**src/rtl/alu_vec_seq.sv**
```systemverilog
`default_nettype none
`timescale 1ns/1ps
// ============================================================================
// Module   : alu_vec_seq
// Purpose  : Vector element sequencer that drives an external combinational
//            32-bit ALU and returns one registered result per element.
// Revision : 1.0 - initial release
// ============================================================================
module alu_vec_seq #(
    parameter int MAX_VL = 16,
    parameter int VL_W   = 5
) (
    input  logic            clk,
    input  logic            rst_n,
    // command channel
    input  logic            cmd_valid,
    output logic            cmd_ready,
    input  logic [3:0]      cmd_ctl,
    input  logic [VL_W-1:0] cmd_vl,
    input  logic            cmd_bcast,
    input  logic [31:0]     cmd_bval,
    // element operand stream
    input  logic            in_valid,
    output logic            in_ready,
    input  logic [31:0]     in_a,
    input  logic [31:0]     in_b,
    // external ALU
    output logic [3:0]      alu_ctl,
    output logic [31:0]     alu_a,
    output logic [31:0]     alu_b,
    input  logic [31:0]     alu_out,
    input  logic            alu_zero,
    // result stream
    output logic            res_valid,
    input  logic            res_ready,
    output logic [31:0]     res_data,
    output logic            res_last,
    // status
    output logic            busy,
    output logic            done,
    output logic            all_zero
);

    localparam logic [VL_W-1:0] c_MAX_VL = VL_W'(MAX_VL);
    localparam logic [VL_W-1:0] c_ONE    = VL_W'(1);

    typedef enum logic [1:0] {
        S_IDLE  = 2'd0,
        S_RUN   = 2'd1,
        S_DRAIN = 2'd2,
        S_FIN   = 2'd3
    } state_t;

    state_t          r_state;
    state_t          w_next;

    logic [3:0]      r_ctl;
    logic [VL_W-1:0] r_vl;
    logic            r_bcast;
    logic [31:0]     r_bval;
    logic [VL_W-1:0] r_cnt;

    logic            r_res_valid;
    logic [31:0]     r_res_data;
    logic            r_res_last;
    logic            r_all_zero;

    logic [VL_W-1:0] w_vl_eff;
    logic            w_in_ready;
    logic            w_cmd_fire;
    logic            w_in_fire;
    logic            w_last_elem;
    logic            w_res_take;

    assign w_vl_eff    = (cmd_vl > c_MAX_VL) ? c_MAX_VL : cmd_vl;
    // A single output register still sustains one element per cycle because
    // a result being consumed this cycle frees the slot for the next one.
    assign w_in_ready  = (r_state == S_RUN) & (~r_res_valid | res_ready);
    assign w_cmd_fire  = cmd_valid & (r_state == S_IDLE);
    assign w_in_fire   = in_valid & w_in_ready;
    assign w_last_elem = (r_cnt == (r_vl - c_ONE));
    assign w_res_take  = r_res_valid & res_ready;

    assign cmd_ready = (r_state == S_IDLE);
    assign in_ready  = w_in_ready;
    assign busy      = (r_state != S_IDLE);
    assign done      = (r_state == S_FIN);

    assign alu_ctl = r_ctl;
    assign alu_a   = in_a;
    assign alu_b   = r_bcast ? r_bval : in_b;

    assign res_valid = r_res_valid;
    assign res_data  = r_res_data;
    assign res_last  = r_res_last;
    assign all_zero  = r_all_zero;

    always_ff @(posedge clk or negedge rst_n) begin
        if (!rst_n) begin
            r_state <= S_IDLE;
        end else begin
            r_state <= w_next;
        end
    end

    always_comb begin
        w_next = r_state;
        case (r_state)
            S_IDLE: begin
                if (w_cmd_fire) begin
                    w_next = (w_vl_eff != '0) ? S_RUN : S_FIN;
                end
            end
            S_RUN: begin
                if (w_in_fire && w_last_elem) begin
                    w_next = S_DRAIN;
                end
            end
            S_DRAIN: begin
                if (w_res_take && r_res_last) begin
                    w_next = S_FIN;
                end
            end
            S_FIN: begin
                w_next = S_IDLE;
            end
            default: begin
                w_next = S_IDLE;
            end
        endcase
    end

    always_ff @(posedge clk or negedge rst_n) begin
        if (!rst_n) begin
            r_ctl       <= '0;
            r_vl        <= '0;
            r_bcast     <= 1'b0;
            r_bval      <= '0;
            r_cnt       <= '0;
            r_res_valid <= 1'b0;
            r_res_data  <= '0;
            r_res_last  <= 1'b0;
            r_all_zero  <= 1'b0;
        end else begin
            case (r_state)
                S_IDLE: begin
                    if (w_cmd_fire) begin
                        r_ctl      <= cmd_ctl;
                        r_vl       <= w_vl_eff;
                        r_bcast    <= cmd_bcast;
                        r_bval     <= cmd_bval;
                        r_cnt      <= '0;
                        r_all_zero <= 1'b1;
                    end
                end
                S_RUN: begin
                    if (w_in_fire) begin
                        r_res_data  <= alu_out;
                        r_res_valid <= 1'b1;
                        r_res_last  <= w_last_elem;
                        r_all_zero  <= r_all_zero & alu_zero;
                        r_cnt       <= r_cnt + c_ONE;
                    end else if (res_ready) begin
                        r_res_valid <= 1'b0;
                    end
                end
                S_DRAIN: begin
                    // Only the final result can be pending here.
                    if (w_res_take && r_res_last) begin
                        r_res_valid <= 1'b0;
                        r_res_last  <= 1'b0;
                    end
                end
                default: begin
                end
            endcase
        end
    end

endmodule
`default_nettype wire
```
**config.mk**
```make
export PLATFORM = sky130hd
export DESIGN_NAME = alu_vec_seq
export DESIGN_NICKNAME = d
export VERILOG_FILES = /design/src/rtl/alu_vec_seq.sv
export SDC_FILE = /design/constraint.sdc
export NUM_CORES = 1
export LEC_CHECK = 0
export BUFFER_PORTS_ARGS = -buffer_cell sky130_fd_sc_hd__buf_2
export CAP_MARGIN = 20
export CORE_ASPECT_RATIO = 1.75
export CORE_MARGIN = 1
export CORE_UTILIZATION = 40
export DETAILED_ROUTE_END_ITERATION = 7
export PLACE_DENSITY = 0.8
export SYNTH_ARGS = -nofsm -noshare
export SYNTH_HDL_FRONTEND = slang
export SYNTH_SLANG_ARGS = --single-unit
```
**constraint.sdc**
```tcl
create_clock -name clk -period 2.8 [get_ports clk]
set_clock_uncertainty 0.15 [all_clocks]
set_input_delay 0.28 -clock clk [delete_from_list [all_inputs] [get_ports clk]]
set_output_delay 0.28 -clock clk [all_outputs]
set_load 0.005 [all_outputs]
```
==> metrics.md <==
| Metric | Value |
|---|---|
| DR vias | `2907` |
| First-pass GRT wire length | `14810 um` |
| Dpl ws | `0.4865 ns` |
| Hold violation count in the final report | `0` |
| Endpoint class of the critical path | `register` |
| Routed wire per std cell | `15.86 um` |
| TNS Setup | `0 ns` |
| Critical path destination | `res_data[1]$_DFFE_PN0P_` |
| Pwr/cell area | `1100 nW/um^2` |
| Crit path time final | `2.299 ns` |
| Hold_ws | `0.02725 ns` |
| Slew headroom | `0.4837` |
| Number of routed nets with antenna violations | `0` |
| Largest fanout on the critical path | `34` |
| DR pass1 iterations | `6` |
| Final worst path period share | `0.8209` |
| Worst Max-Slew Pin Slew | `0.7717 ns` |
| CTS tree | `done` |
| Placement Rows | `48` |
| Largest net degree at the start of global routing | `47` |
| Outcome | `finished clean` |
| NumNets Final | `618` |
| CTS resizes | `0` |
| Final WS setup | `0.5014 ns` |
| Root buffer cell | `clkbuf_16` |
| Hold-fix buffers, CTS | `2` |
| Die H | `135.4 um` |
| Ant diodes | `0` |
| RSZ-0062 raised after global routing | `no` |
| Num Clock Sinks | `84` |
| FF-to-FF Start | `r_state[1]$_DFFE_PN0P_` |
| Syn_area_per_cell | `13.08 sq um` |
| Die area | `10600 sq um` |
| Total GRT Usage | `0.1812` |
| Delay-heaviest family, CP | `simple AND/OR/NAND/NOR gates` |
| Pleak | `2.580 nW` |
| Register area share after synthesis | `0.5166` |
| Buffers added on ports | `186` |
| Hold/Removal Path Class | `in2reg` |
| H-tree level count | `3` |
| Mapped Area | `4069 sq um` |
| Req. time, crit path | `2.87 ns` |
| Startpoint Class | `register` |
| Drt initial violations | `105` |
| Chip Width | `78.24 um` |
| DP Area | `4912 sq um` |
| Max Fclk | `435.1 MHz` |
| Area grow syn2layout | `29.03%` |
| CP Buf/Inv Count | `1` |
| Top-Level Pins | `251` |
| Data arrival time of the worst path | `2.37 ns` |
| Final GP Congestion | `0.7748` |
| Reg2Reg Depth | `5` |
| Vias in the first global route | `3169` |
| CP max-delay cell | `mux2_1` |
| CTS clk-pin slew, worst paths | `0.07 ns` |
| Postcts setup bufs | `0` |
| Clock Tree Buf Depth | `2` |
| Total grt overflow | `0` |
| Antenna violations before repair | `0` |
| Remaining DRCs | `0` |
| Fin area | `5250 sq um` |
| Critical path depth | `5` |
| Vias per std cell | `4.861` |
| Commonest non-fill, non-tap cell in the layout | `buf_2` |
| Core Area | `9849 sq um` |
| Worst Hold Launch | `alu_out[9]` |
| Dpl hpwl | `7308 um` |
| CTS Buf Count | `9` |
| Max incr delay on CP | `0.49 ns` |
| Syn. warnings | `0` |
| Netlist cell types | `29` |
| Endpoints failing setup | `0` |
| Final slew viol count | `0` |
| Synth Instances | `311` |
| RR Endpoint | `res_data[1]$_DFFE_PN0P_` |
| Most frequent cells in the layout | `buf_2, mux2_2, dfrtp_1` |
| Initial core utilization | `0.4131` |
| Cell chain of the critical path | `inv_1 > ha_1 > and2_1 > nand2_2 > mux2_1` |
| Syn_nets | `461` |
| VDD IR max | `0.0005176 V` |
| Crit path from | `r_state[1]$_DFFE_PN0P_` |
| Share of layout cells above drive strength 1 | `0.6554` |
| DRT Wirelength | `9487 um` |
| Post-synthesis sequential element count | `84` |
| Clock latency on the worst-skew pair | `0.33 ns` |
| Crit path kind | `reg2reg` |
| Max Cap Viol | `0` |
| Reg-to-reg slack, setup | `0.50 ns` |
flip-flops by register name (all words and copies together) (netlist names):
| name | count |
|---|---|
| res_last | 1 |
| r_vl | 5 |
| res_data | 32 |
| r_bval | 32 |
| r_state | 2 |
| alu_ctl | 4 |
| res_valid | 1 |
| r_cnt | 5 |
| all_zero | 1 |
| r_bcast | 1 |
logic make-up (layout without fill, tap and decap cells):
| group | count (synthesis) | count (layout) | share of synthesized area |
|---|---|---|---|
| AOI/OAI and AO/OA | 18 | 18 | 0.02829 |
| adders and majority gates | 6 | 6 | 0.01845 |
| xor gates and xnor gates | 11 | 11 | 0.02368 |
| muxes | 105 | 105 | 0.2909 |
| DFF | 84 | 84 | 0.5166 |
| buffers and inverters | 52 | 214 | 0.07934 |
| and+or+nand+nor | 35 | 35 | 0.04275 |
routing by layer:
layer	vias up	part of all wire	track usage	wire [um]
met5	-	0	0	0
met4	0	0.061	0.1399	574
met3	49	0.044	0.02424	419
met2	110	0.56	0.3343	5310
met1	1392	0.34	0.1790	3183
li1	1356	-	-	-
metrics by stage:
stage	power, W	cells	utilization
6_report	0.005773	598	0.5330
5_1_grt	0.006134	598	0.5330
4_1_cts	0.005849	598	0.5330
3_5_place_dp	0.004578	580	0.4987
3_3_place_gp	0.004437	580	0.4987
2_1_floorplan	0.003648	311	-
how the worst min path moves through the flow:
stage	to	depth (start not counted)
2_1_floorplan	all_zero$_DFFE_PN0P_	0
3_3_place_gp	r_bval[22]$_DFFE_PN0P_	1
3_5_place_dp	r_bval[30]$_DFFE_PN0P_	1
4_1_cts	r_bval[18]$_DFFE_PN0P_	2
5_1_grt	r_bval[17]$_DFFE_PN0P_	2
6_report	res_data[9]$_DFFE_PN0P_	2
synthesized netlist by cell type:
cell / number / area, sq um
nand4_1: 1 / 6.260
nand3_1: 2 / 10.01
nor2_1: 8 / 30.03
and2_1: 1 / 6.260
inv_1: 7 / 26.28
nand2_1: 9 / 33.78
a31oi_1: 1 / 6.260
nand2b_1: 5 / 31.28
xor2_1: 3 / 26.28
nand2_2: 1 / 6.260
o21ai_0: 10 / 50.05
mux2_2: 101 / 1137
nor4b_1: 1 / 8.760
buf_2: 6 / 30.03
o31ai_1: 3 / 22.52
nor3b_1: 2 / 15.01
mux2_4: 1 / 15.01
mux2i_1: 2 / 20.02
buf_4: 32 / 240.2
a211o_2: 1 / 10.01
ha_1: 6 / 75.07
nor2b_1: 1 / 6.260
mux2_1: 1 / 11.26
clkbuf_1: 7 / 26.28
xnor2_1: 8 / 70.07
o41ai_1: 1 / 8.760
dfrtp_1: 84 / 2102
a22o_1: 2 / 17.52
nor3_1: 4 / 20.02
worst reg2reg max path: cells and delay by family (launching register included):
kind | cells | cell delay [ns]
adders and majority gates | 1 | 0.36
and+or+nand+nor | 2 | 0.66
buffers and inverters | 1 | 0.09
DFF | 1 | 0.42
muxes | 1 | 0.51
power breakdown:
group	internal (W)	total (W)	switching, W	leakage, nW
Combinational	0.00140	0.00239	0.000988	1.42
Sequential	0.00181	0.00214	0.000331	1.01
Clock	0.000734	0.00124	0.000508	0.157
Total	0.00395	0.00577	0.00183	2.58
cell type report:
| class | instances | area, sq um |
|---|---|---|
| Fill cell | 864 | 4599 |
| Sequential cell | 84 | 2102 |
| Multi-Input combinational cell | 175 | 1647 |
| Timing Repair Buffer | 191 | 1001 |
| Clock buffer | 10 | 239.0 |
| Tap cell | 125 | 156.4 |
| Clock inverter | 6 | 78.83 |
| Inverter | 7 | 26.28 |
Note: power is estimated with default switching activity, not from simulation.
